==> config.mk <==
export PLATFORM = sky130hd
export DESIGN_NAME = mem_arbiter
export DESIGN_NICKNAME = d
export VERILOG_FILES = /design/src/rtl/mem_arbiter.sv
export SDC_FILE = /design/constraint.sdc
export NUM_CORES = 1
export LEC_CHECK = 0
export CORE_UTILIZATION = 25
export CTS_CLUSTER_DIAMETER = 60
export DETAILED_ROUTE_END_ITERATION = 8
export DONT_BUFFER_PORTS = 1
export SYNTH_ARGS = -nofsm -noshare
export SYNTH_HDL_FRONTEND = slang
export SYNTH_SLANG_ARGS = --single-unit
==> constraint.sdc <==
create_clock -name clk -period 2.9 [get_ports clk]
set_input_delay 0.145 -clock clk [delete_from_list [all_inputs] [get_ports clk]]
set_output_delay 0.145 -clock clk [all_outputs]
set_load 0.01 [all_outputs]
==> src/rtl/mem_arbiter.sv <==
// -----------------------------------------------------------------------------
// mem_arbiter
//
// Shares one external memory port between the instruction-fetch requester
// (icache refill) and the data load/store requester. One transaction is in
// flight at a time. Data has fixed priority over instruction fetch, but a
// starvation counter hands the port to a waiting instruction request after
// STARVE_MAX consecutive data grants.
//
// Address, write data and direction are latched at grant and held until the
// memory acknowledges. Read data and a one-cycle completion pulse go back to
// the owning requester.
//
// Optional feature macro: MEMARB_TIMEOUT_EN
//   Defined   : a 16-bit wait counter aborts a bus cycle after TIMEOUT cycles
//               without ack; the owner gets zero read data, its valid pulse
//               and o_bus_err in the same cycle.
//   Undefined : the arbiter waits indefinitely for ack; o_bus_err is tied 0.
//
// Parameters:
//   STARVE_MAX  consecutive data grants allowed while an instruction waits (1..15)
//   TIMEOUT     bus-wait cycle limit, only with MEMARB_TIMEOUT_EN (1..65535)
//
// Ports:
//   clk, rst                 clock, synchronous active-low reset
//   i_ireq, i_iaddr          instruction read request (level) and address
//   o_irdata, o_ivalid       instruction read data and completion pulse
//   i_drd, i_dwr             data read / write requests (level)
//   i_daddr, i_dwdata        data address and write data
//   o_drdata, o_dvalid       data read data and completion pulse
//   o_mem_req/we/addr/wdata  memory request side, held until i_mem_ack
//   i_mem_rdata, i_mem_ack   memory response side
//   o_busy                   arbiter not idle (decoded from state)
//   o_owner                  0 none, 1 instruction, 2 data
//   o_bus_err                timeout pulse, coincident with the valid pulse
// -----------------------------------------------------------------------------
module mem_arbiter #(
  parameter int STARVE_MAX = 4
`ifdef MEMARB_TIMEOUT_EN
  , parameter int TIMEOUT = 255
`endif
) (
  input  logic        clk,
  input  logic        rst,
  input  logic        i_ireq,
  input  logic [31:0] i_iaddr,
  output logic [31:0] o_irdata,
  output logic        o_ivalid,
  input  logic        i_drd,
  input  logic        i_dwr,
  input  logic [31:0] i_daddr,
  input  logic [31:0] i_dwdata,
  output logic [31:0] o_drdata,
  output logic        o_dvalid,
  output logic        o_mem_req,
  output logic        o_mem_we,
  output logic [31:0] o_mem_addr,
  output logic [31:0] o_mem_wdata,
  input  logic [31:0] i_mem_rdata,
  input  logic        i_mem_ack,
  output logic        o_busy,
  output logic [1:0]  o_owner,
  output logic        o_bus_err
);

  typedef enum logic [1:0] {
    ST_IDLE = 2'd0,
    ST_IBUS = 2'd1,
    ST_DBUS = 2'd2,
    ST_DONE = 2'd3
  } state_t;

  localparam logic [3:0] STARVE_LIM = 4'(STARVE_MAX);
  localparam logic [1:0] OWN_NONE   = 2'd0;
  localparam logic [1:0] OWN_INSTR  = 2'd1;
  localparam logic [1:0] OWN_DATA   = 2'd2;

  state_t      r_state;
  logic [3:0]  r_starve;
  logic        r_mem_req;
  logic        r_mem_we;
  logic [31:0] r_mem_addr;
  logic [31:0] r_mem_wdata;
  logic [31:0] r_irdata;
  logic [31:0] r_drdata;
  logic        r_ivalid;
  logic        r_dvalid;
  logic [1:0]  r_owner;

`ifdef MEMARB_TIMEOUT_EN
  localparam logic [15:0] TIMEOUT_M1 = 16'(TIMEOUT - 1);
  logic [15:0] r_wait;
  logic        r_bus_err;
`endif

  logic       w_dpend;
  logic       w_starved;
  logic       w_gnt_d;
  logic       w_gnt_i;
  logic [3:0] w_starve_inc;

  // Grant decision for the IDLE state: data wins unless an instruction
  // request has already been passed over STARVE_MAX times in a row.
  assign w_dpend   = i_drd | i_dwr;
  assign w_starved = (r_starve == STARVE_LIM);
  assign w_gnt_d   = w_dpend & ~(i_ireq & w_starved);
  assign w_gnt_i   = i_ireq & ~w_gnt_d;

  // Saturating increment keeps the counter pinned at the limit.
  assign w_starve_inc = w_starved ? r_starve : (r_starve + 4'd1);

  // Arbiter FSM: grant, bus wait, completion pulse, all outputs registered.
  always_ff @(posedge clk) begin
    if (!rst) begin
      r_state     <= ST_IDLE;
      r_starve    <= 4'd0;
      r_mem_req   <= 1'b0;
      r_mem_we    <= 1'b0;
      r_mem_addr  <= 32'h0;
      r_mem_wdata <= 32'h0;
      r_irdata    <= 32'h0;
      r_drdata    <= 32'h0;
      r_ivalid    <= 1'b0;
      r_dvalid    <= 1'b0;
      r_owner     <= OWN_NONE;
`ifdef MEMARB_TIMEOUT_EN
      r_wait      <= 16'd0;
      r_bus_err   <= 1'b0;
`endif
    end else begin
      case (r_state)
        ST_IDLE: begin
          r_ivalid <= 1'b0;
          r_dvalid <= 1'b0;
`ifdef MEMARB_TIMEOUT_EN
          r_bus_err <= 1'b0;
          r_wait    <= 16'd0;
`endif
          if (w_gnt_d) begin
            r_state     <= ST_DBUS;
            r_owner     <= OWN_DATA;
            r_mem_req   <= 1'b1;
            // A simultaneous read and write request is served as a write.
            r_mem_we    <= i_dwr;
            r_mem_addr  <= i_daddr;
            r_mem_wdata <= i_dwdata;
            // Only count grants that actually passed over a waiting fetch.
            r_starve    <= i_ireq ? w_starve_inc : 4'd0;
          end else if (w_gnt_i) begin
            r_state     <= ST_IBUS;
            r_owner     <= OWN_INSTR;
            r_mem_req   <= 1'b1;
            r_mem_we    <= 1'b0;
            r_mem_addr  <= i_iaddr;
            r_mem_wdata <= 32'h0;
            r_starve    <= 4'd0;
          end else begin
            // Nothing pending, so no instruction request is waiting either.
            r_owner  <= OWN_NONE;
            r_starve <= 4'd0;
          end
        end

        ST_IBUS, ST_DBUS: begin
          if (i_mem_ack) begin
            r_mem_req <= 1'b0;
            r_state   <= ST_DONE;
            if (r_state == ST_IBUS) begin
              r_irdata <= i_mem_rdata;
              r_ivalid <= 1'b1;
            end else begin
              // Write completions leave the last read data untouched.
              if (!r_mem_we) begin
                r_drdata <= i_mem_rdata;
              end
              r_dvalid <= 1'b1;
            end
          end
`ifdef MEMARB_TIMEOUT_EN
          else if (r_wait == TIMEOUT_M1) begin
            // Abort: an ack in this same cycle would have taken the branch above.
            r_mem_req <= 1'b0;
            r_state   <= ST_DONE;
            r_bus_err <= 1'b1;
            if (r_state == ST_IBUS) begin
              r_irdata <= 32'h0;
              r_ivalid <= 1'b1;
            end else begin
              r_drdata <= 32'h0;
              r_dvalid <= 1'b1;
            end
          end else begin
            r_wait <= r_wait + 16'd1;
          end
`endif
        end

        ST_DONE: begin
          // Requests are ignored here so a still-held request is not re-granted.
          r_ivalid <= 1'b0;
          r_dvalid <= 1'b0;
`ifdef MEMARB_TIMEOUT_EN
          r_bus_err <= 1'b0;
`endif
          r_owner  <= OWN_NONE;
          r_state  <= ST_IDLE;
        end

        default: begin
          r_state   <= ST_IDLE;
          r_owner   <= OWN_NONE;
          r_mem_req <= 1'b0;
          r_ivalid  <= 1'b0;
          r_dvalid  <= 1'b0;
        end
      endcase
    end
  end

  assign o_irdata    = r_irdata;
  assign o_ivalid    = r_ivalid;
  assign o_drdata    = r_drdata;
  assign o_dvalid    = r_dvalid;
  assign o_mem_req   = r_mem_req;
  assign o_mem_we    = r_mem_we;
  assign o_mem_addr  = r_mem_addr;
  assign o_mem_wdata = r_mem_wdata;
  assign o_owner     = r_owner;
  assign o_busy      = (r_state != ST_IDLE);

`ifdef MEMARB_TIMEOUT_EN
  assign o_bus_err = r_bus_err;
`else
  assign o_bus_err = 1'b0;
`endif

endmodule

==> impl_metrics.ini, run 1 <==
[run_status]
status = complete, no violations

[place]
place_congestion = 0.733
place_ws_ns = 0.967
dpl.hpwl_um = 10200
io_buffers = 0

[logic_synthesis]
seq_area_frac_synth_pct = 52.2
synth-seq-cells = 140
ys_warn_count = 0
synth_area_per_cell_um2 = 8.64
ys_types = 45
synth-compound-area-share_pct = 27.7
yosys-mux-area-fraction_pct = 0
synth_edf_count = 0
yosys.area_share.xor_xnor_pct = 0
yosysTopAreaCell = dfxtp_1
synthTopCellsByArea = dfxtp_1, a21oi_1, nand2_1
synth_top_family_by_area = compound AO/OA/AOI/OAI gates
netlist_area_mm2 = 0.00537
synth_nets = 762
yosys.area_share.simple_pct = 12.7
synthAdderAreaFrac_pct = 1.63
synthFlopType = dfxtp_1
synth.top_cell.area_share_pct = 52.2
netlist_instances = 621
synthArstFlopShare_pct = 0

[hold_path]
min_from = rst
hold_path_end = o_dvalid
min_path_cells = 3
holdCritPathClass = in -> reg

[critical_path]
ff2ff_path_depth = 7
cp-startpoint = r_state[0]
crit_chain = inv_1, ha_1, o31ai_4, buf_4, a31oi_1, a21oi_1, dlygate4sd3_1
r2r-end = o_mem_addr[12]
endpoint_kind = register
critical_path.max_fanout = 18
start_kind = register
required_ns = 3.25
rrSetupSlack_ns = 0.63
critPathBufInv = 3
crit_family = buffers and inverters
cp_slowest_cell = dlygate4sd3_1
critPathArrivalTime_ns = 2.61
critPathMaxStageDelay_ns = 0.57
critPathKind = reg -> reg
r2r_start = r_state[0]

[global_route]
grt_pass1_wl_um = 25700
gr-total-overflow = 0
grt_max_degree = 66
first_global_vias = 4955
grt.total_usage_pct = 14.9
antenna_found_initial = 0

[pwr]
switchingPower_mw = 2.49
p_int_mw = 4.72
sw_frac_of_total_pct = 34.6
peakVddDrop_uv = 339
seqPwrFrac_pct = 41.6
p_per_area_mw_per_mm2 = 958
p_leak_nw = 2.77
comb_power_share_pct = 27.7
p_total_mw = 7.21
p_clk_share_pct = 30.7

[sta]
rsz0062_at_grt = false
final_hold_viol_count = 0
fin_worst_skew_ns = 0.00916
whs_ns = 0.0703
fin_setup_tns_ns = 0
tightest_slew_ns = 0.884
setup_slack_ns = 0.633
fin_crit_ns = 2.27
relSlewSlack_pct = 41.0
min_period_over_period_pct = 78.2
finalMaxSlewViolations = 0
max_freq_mhz = 441
finalSetupViolCount = 0

[final_layout]
multi_input_area_mm2 = 0.00228
nNetsFinal = 873
n_fill_cell = 2080
n_antenna_cell = 0
seqCellArea_mm2 = 0.00280
area_delta_synth_final_pct = 40.3
drive_above_1_share_pct = 7.53

[cts]
cts.path.max_buffers = 2
cts_tree = yes
ctsHtreeMaxLevel = 4
root_buffer = clkbuf_16
clk_pin_slew_worst_paths_ns = 0.06
clock_latency_ns = 0.41
cts_resized = 0
cts_sinks = 140
numCtsBuffers = 17

[drt]
drt-wirelength-per-cell_um = 16.7
avgViaCountPerCell = 4.88
dr.pass1.iters = 5
antenna_left = 0
drt_iter0_drc = 325
drc = 0
wirelength_um = 17100
vias = 4970

[floorplanning]
die_w_um = 148
core_mm2 = 0.0210
ioPinCount = 270
initial_utilization_pct = 25.5
dieArea_mm2 = 0.0221
row_count = 53
die_h_um = 148

[flow_run]
cap_viol_max_count = 0
## kinds of logic after synthesis
| family | count (synthesis) |
|---|---|
| AO/OA/AOI/OAI | 250 |
| adder cells (fa/ha/maj) | 7 |
| buffers and inverters | 65 |
| flip-flops | 140 |
| other | 1 |
| AND/OR/NAND/NOR | 158 |
## power by group through the flow
stage	Sequential, mW	Combinational, mW	Clock (mW)
after global placement	3.03	1.56	0
after global routing	3.05	2.24	2.37
after CTS	2.99	1.97	2.29
final	3.00	1.99	2.21
after floorplan	2.90	1.28	0
after detailed placement	3.03	1.59	0
## cells in the final DEF, fill, tap and decap left out, types with 2 or more instances in the layout
cell type / Yosys / routed
o21ai_0: 68 / 68
o31ai_1: 2 / 2
clkinv_4: 0 / 3
a22o_1: 32 / 32
dfxtp_1: 140 / 140
nor3b_1: 2 / 2
nand2_1: 134 / 134
a31oi_1: 32 / 32
bufinv_16: 0 / 3
clkinv_2: 0 / 2
nor2_1: 4 / 4
nor2_2: 2 / 2
buf_12: 0 / 2
inv_1: 9 / 8
clkbuf_16: 0 / 17
clkbuf_8: 0 / 2
buf_4: 1 / 14
a21oi_1: 104 / 104
clkinvlp_4: 0 / 2
a211oi_2: 2 / 2
dlygate4sd3_1: 0 / 132
clkbuf_1: 29 / 2
nand3_1: 2 / 2
ha_1: 7 / 7
## registers in the layout, summed over array words and instances (netlist names)
register,count
o_owner,2
o_ivalid,1
o_dvalid,1
o_mem_req,1
o_mem_we,1
r_state,2
o_mem_wdata,32
r_starve,4
o_mem_addr,32
o_irdata,32
o_drdata,32
## layout make-up
type                       instances  area share (%)
tap                              275            4.57
timing repair buffer             148            19.5
multi-input combinational        416            30.3
clock inverter                    10            1.88
sequential                       140            37.2
inverter                           9           0.449
clock buffer                      21            6.12
## Yosys cell counts (2+ instances only)
| cell | count |
|---|---|
| nand3_1 | 2 |
| a22o_1 | 32 |
| nand2_1 | 134 |
| a31oi_1 | 32 |
| ha_1 | 7 |
| nor2_2 | 2 |
| nor2_1 | 4 |
| o31ai_1 | 2 |
| o21ai_0 | 68 |
| a21oi_1 | 104 |
| buf_6 | 4 |
| clkbuf_1 | 29 |
| dfxtp_1 | 140 |
| inv_1 | 9 |
| buf_1 | 4 |
| a211oi_2 | 2 |
| nor3b_1 | 2 |
| buf_2 | 17 |
## worst max path at each step
stage,to,cells past startpoint,slack (ns)
2_1_floorplan,o_drdata[1],8,1.26
3_3_place_gp,o_drdata[16],6,1.04
3_5_place_dp,o_drdata[11],6,0.97
4_1_cts,o_mem_addr[4],7,0.67
5_1_grt,o_mem_addr[21],7,0.51
6_report,o_mem_addr[12],7,0.63
## worst min-delay path, stage by stage
cell and delay (ns):
buf_12 0.15, o21ai_0 0.09, nor2_1 0.04
## metal layers
layer	vias up	GRT usage [%]	routed length [µm]	share of wire (%)
met1	2317	16.4	6700	39
met5	-	0	0	0
met2	220	25.7	8570	50
li1	2408	-	-	-
met4	0	6.75	433	2.5
met3	25	5.00	1370	8.0
## per-stage QoR
step           instances  cell area [µm²]  util [%]
2_1_floorplan        621             5370         -
3_5_place_dp         855             5580      26.6
6_report            1019             7530      35.8
3_3_place_gp         855             5580      26.6
4_1_cts             1019             7530      35.8
5_1_grt             1019             7530      35.8
## timing repair
| item | 4_1_cts | 5_1_grt |
|---|---|---|
| setup buffers | 0 | 0 |
| hold buffers | 133 | 0 |
| endpoints found under the hold margin | 136 | 0 |
(Power assumes the default switching activity.)
==> run 2, diff against run 1 <==
==> constraint.sdc (replaced) <==
create_clock -name clk -period 2.2 [get_ports clk]
set_input_delay 0.11 -clock clk [delete_from_list [all_inputs] [get_ports clk]]
set_output_delay 0.11 -clock clk [all_outputs]
set_load 0.01 [all_outputs]
==> impl_metrics.ini, run 2 (synthesis gave the netlist of run 1 again) <==
[global_route]
gr-total-overflow = 0
antenna_found_initial = 0
grt_pass1_wl_um = 26000
first_global_vias = 5012
grt_max_degree = 71
grt.total_usage_pct = 15.1

[run_status]
status = complete, no violations

[cts]
ctsHtreeMaxLevel = 4
root_buffer = clkbuf_16
cts.path.max_buffers = 2
clk_pin_slew_worst_paths_ns = 0.06
post-cts-setup-buffer-count = 0
cts_tree = yes
clock_latency_ns = 0.42
cts_sinks = 140
numCtsBuffers = 17

[critical_path]
critPathArrivalTime_ns = 2.45
critical_path.max_fanout = 5
start_kind = register
required_ns = 2.56
critPathKind = reg -> reg
endpoint_kind = register
critPathMaxStageDelay_ns = 0.53
crit_chain = inv_1, ha_4, or4b_4, a21oi_1, o21a_1, dlygate4sd3_1
cp_slowest_cell = dlygate4sd3_1

[place]
place_area_mm2 = 0.00559
place_congestion = 0.722
dpl.hpwl_um = 9980
io_buffers = 0
place_ws_ns = 0.272

[floorplanning]
row_count = 53
initial_utilization_pct = 25.5
die_h_um = 148
core_mm2 = 0.0210
dieArea_mm2 = 0.0221
ioPinCount = 270
die_w_um = 148

[drt]
drt-wirelength-per-cell_um = 16.8
drc = 0
wirelength_um = 17200
vias = 5103
antenna_left = 0
drt_iter0_drc = 432
avgViaCountPerCell = 5.00
dr.pass1.iters = 5

[final_layout]
layout_commonest_cell = dfxtp_1
seqCellArea_mm2 = 0.00280
n_antenna_cell = 0
n_fill_cell = 2058
multi_input_area_mm2 = 0.00229
final_area_mm2 = 0.00754
area_delta_synth_final_pct = 40.5
mostFrequentLayoutCells = dfxtp_1, nand2_1, dlygate4sd3_1
nNetsFinal = 873
drive_above_1_share_pct = 7.79

[pwr]
p_leak_nw = 2.72
peakVddDrop_uv = 387
p_total_mw = 9.28
p_per_area_mw_per_mm2 = 1230

[hold_path]
holdCritPathClass = in -> reg

[flow_run]
cap_viol_max_count = 0

[sta]
final_hold_viol_count = 0
rsz0062_at_grt = false
relSlewSlack_pct = 45.4
finalSetupViolCount = 0
fin_setup_tns_ns = 0
min_period_over_period_pct = 94.9
max_freq_mhz = 479
finalMaxSlewViolations = 0
fin_worst_skew_ns = 0.00766
setup_slack_ns = 0.112
tightest_slew_ns = 0.819
fin_crit_ns = 2.09
-- run 2: changes by cell type in the layout (fill, tap and decap cells not counted), sizes merged --
cell / change
buf: -1
clkinv: +2
bufinv: -1
inv: +2
clkbuf: -2
dlygate4sd3: +1
-- run 2: layout make-up --
type | count | share of cell area [%]
inverters | 9 | 0.448
clock inverters | 13 | 1.89
well taps | 275 | 4.57
repair buffers | 148 | 19.7
clock buffers | 19 | 5.88
flip-flops and latches | 140 | 37.2
multi-input cells | 416 | 30.4
-- run 2: per-stage QoR --
stage	instances	hold WS, ns	util [%]
after floorplan	621	0.236	-
after global placement	854	0.237	26.6
after detailed placement	854	0.239	26.6
after CTS	1020	0.0242	35.8
after global routing	1020	0.0535	35.9
final	1020	0.0499	35.9
-- run 2: worst paths after layout --
kind | start | endpoint | slack (ns) | depth (start not counted)
hold / removal | i_drd | r_starve[2] | 0.05 | 3
setup / recovery | r_state[0] | o_mem_req | 0.11 | 6
setup reg to reg | r_state[0] | o_mem_req | 0.11 | 6
hold reg to reg | o_irdata[23] | o_irdata[23] | 0.50 | 2
-- run 2: metal layers --
layer / vias to the layer above / wire (µm) / track usage [%]
met3: 45 / 1410 / 5.40
met2: 254 / 8280 / 25.1
li1: 2405 / - / -
met4: 0 / 677 / 8.56
met1: 2399 / 6800 / 16.8
met5: - / 0 / 0
-- run 2: worst max-delay path: cells and delay by family, from the launching register on --
kind	cells	cell delay (ns)
DFF	1	0.34
AOI/OAI and AO/OA	2	0.30
buffers and inverters	2	0.69
adders and majority gates	1	0.20
and+or+nand+nor	1	0.50
-- run 2: repair_timing --
action / 4_1_cts / 5_1_grt
endpoints found under the hold margin: 137 / 0
endpoints found under the setup margin: 0 / 1
hold buffers: 134 / 0
gates resized for setup: 0 / 2
-- run 2: report_power, final --
| part | leakage (nW) | total, mW | switching (mW) | internal, mW |
|---|---|---|---|---|
| combinational | 1.29 | 2.47 | 1.43 | 1.04 |
| clock | 0.284 | 2.84 | 1.14 | 1.71 |
| sequential | 1.15 | 3.97 | 0.782 | 3.18 |
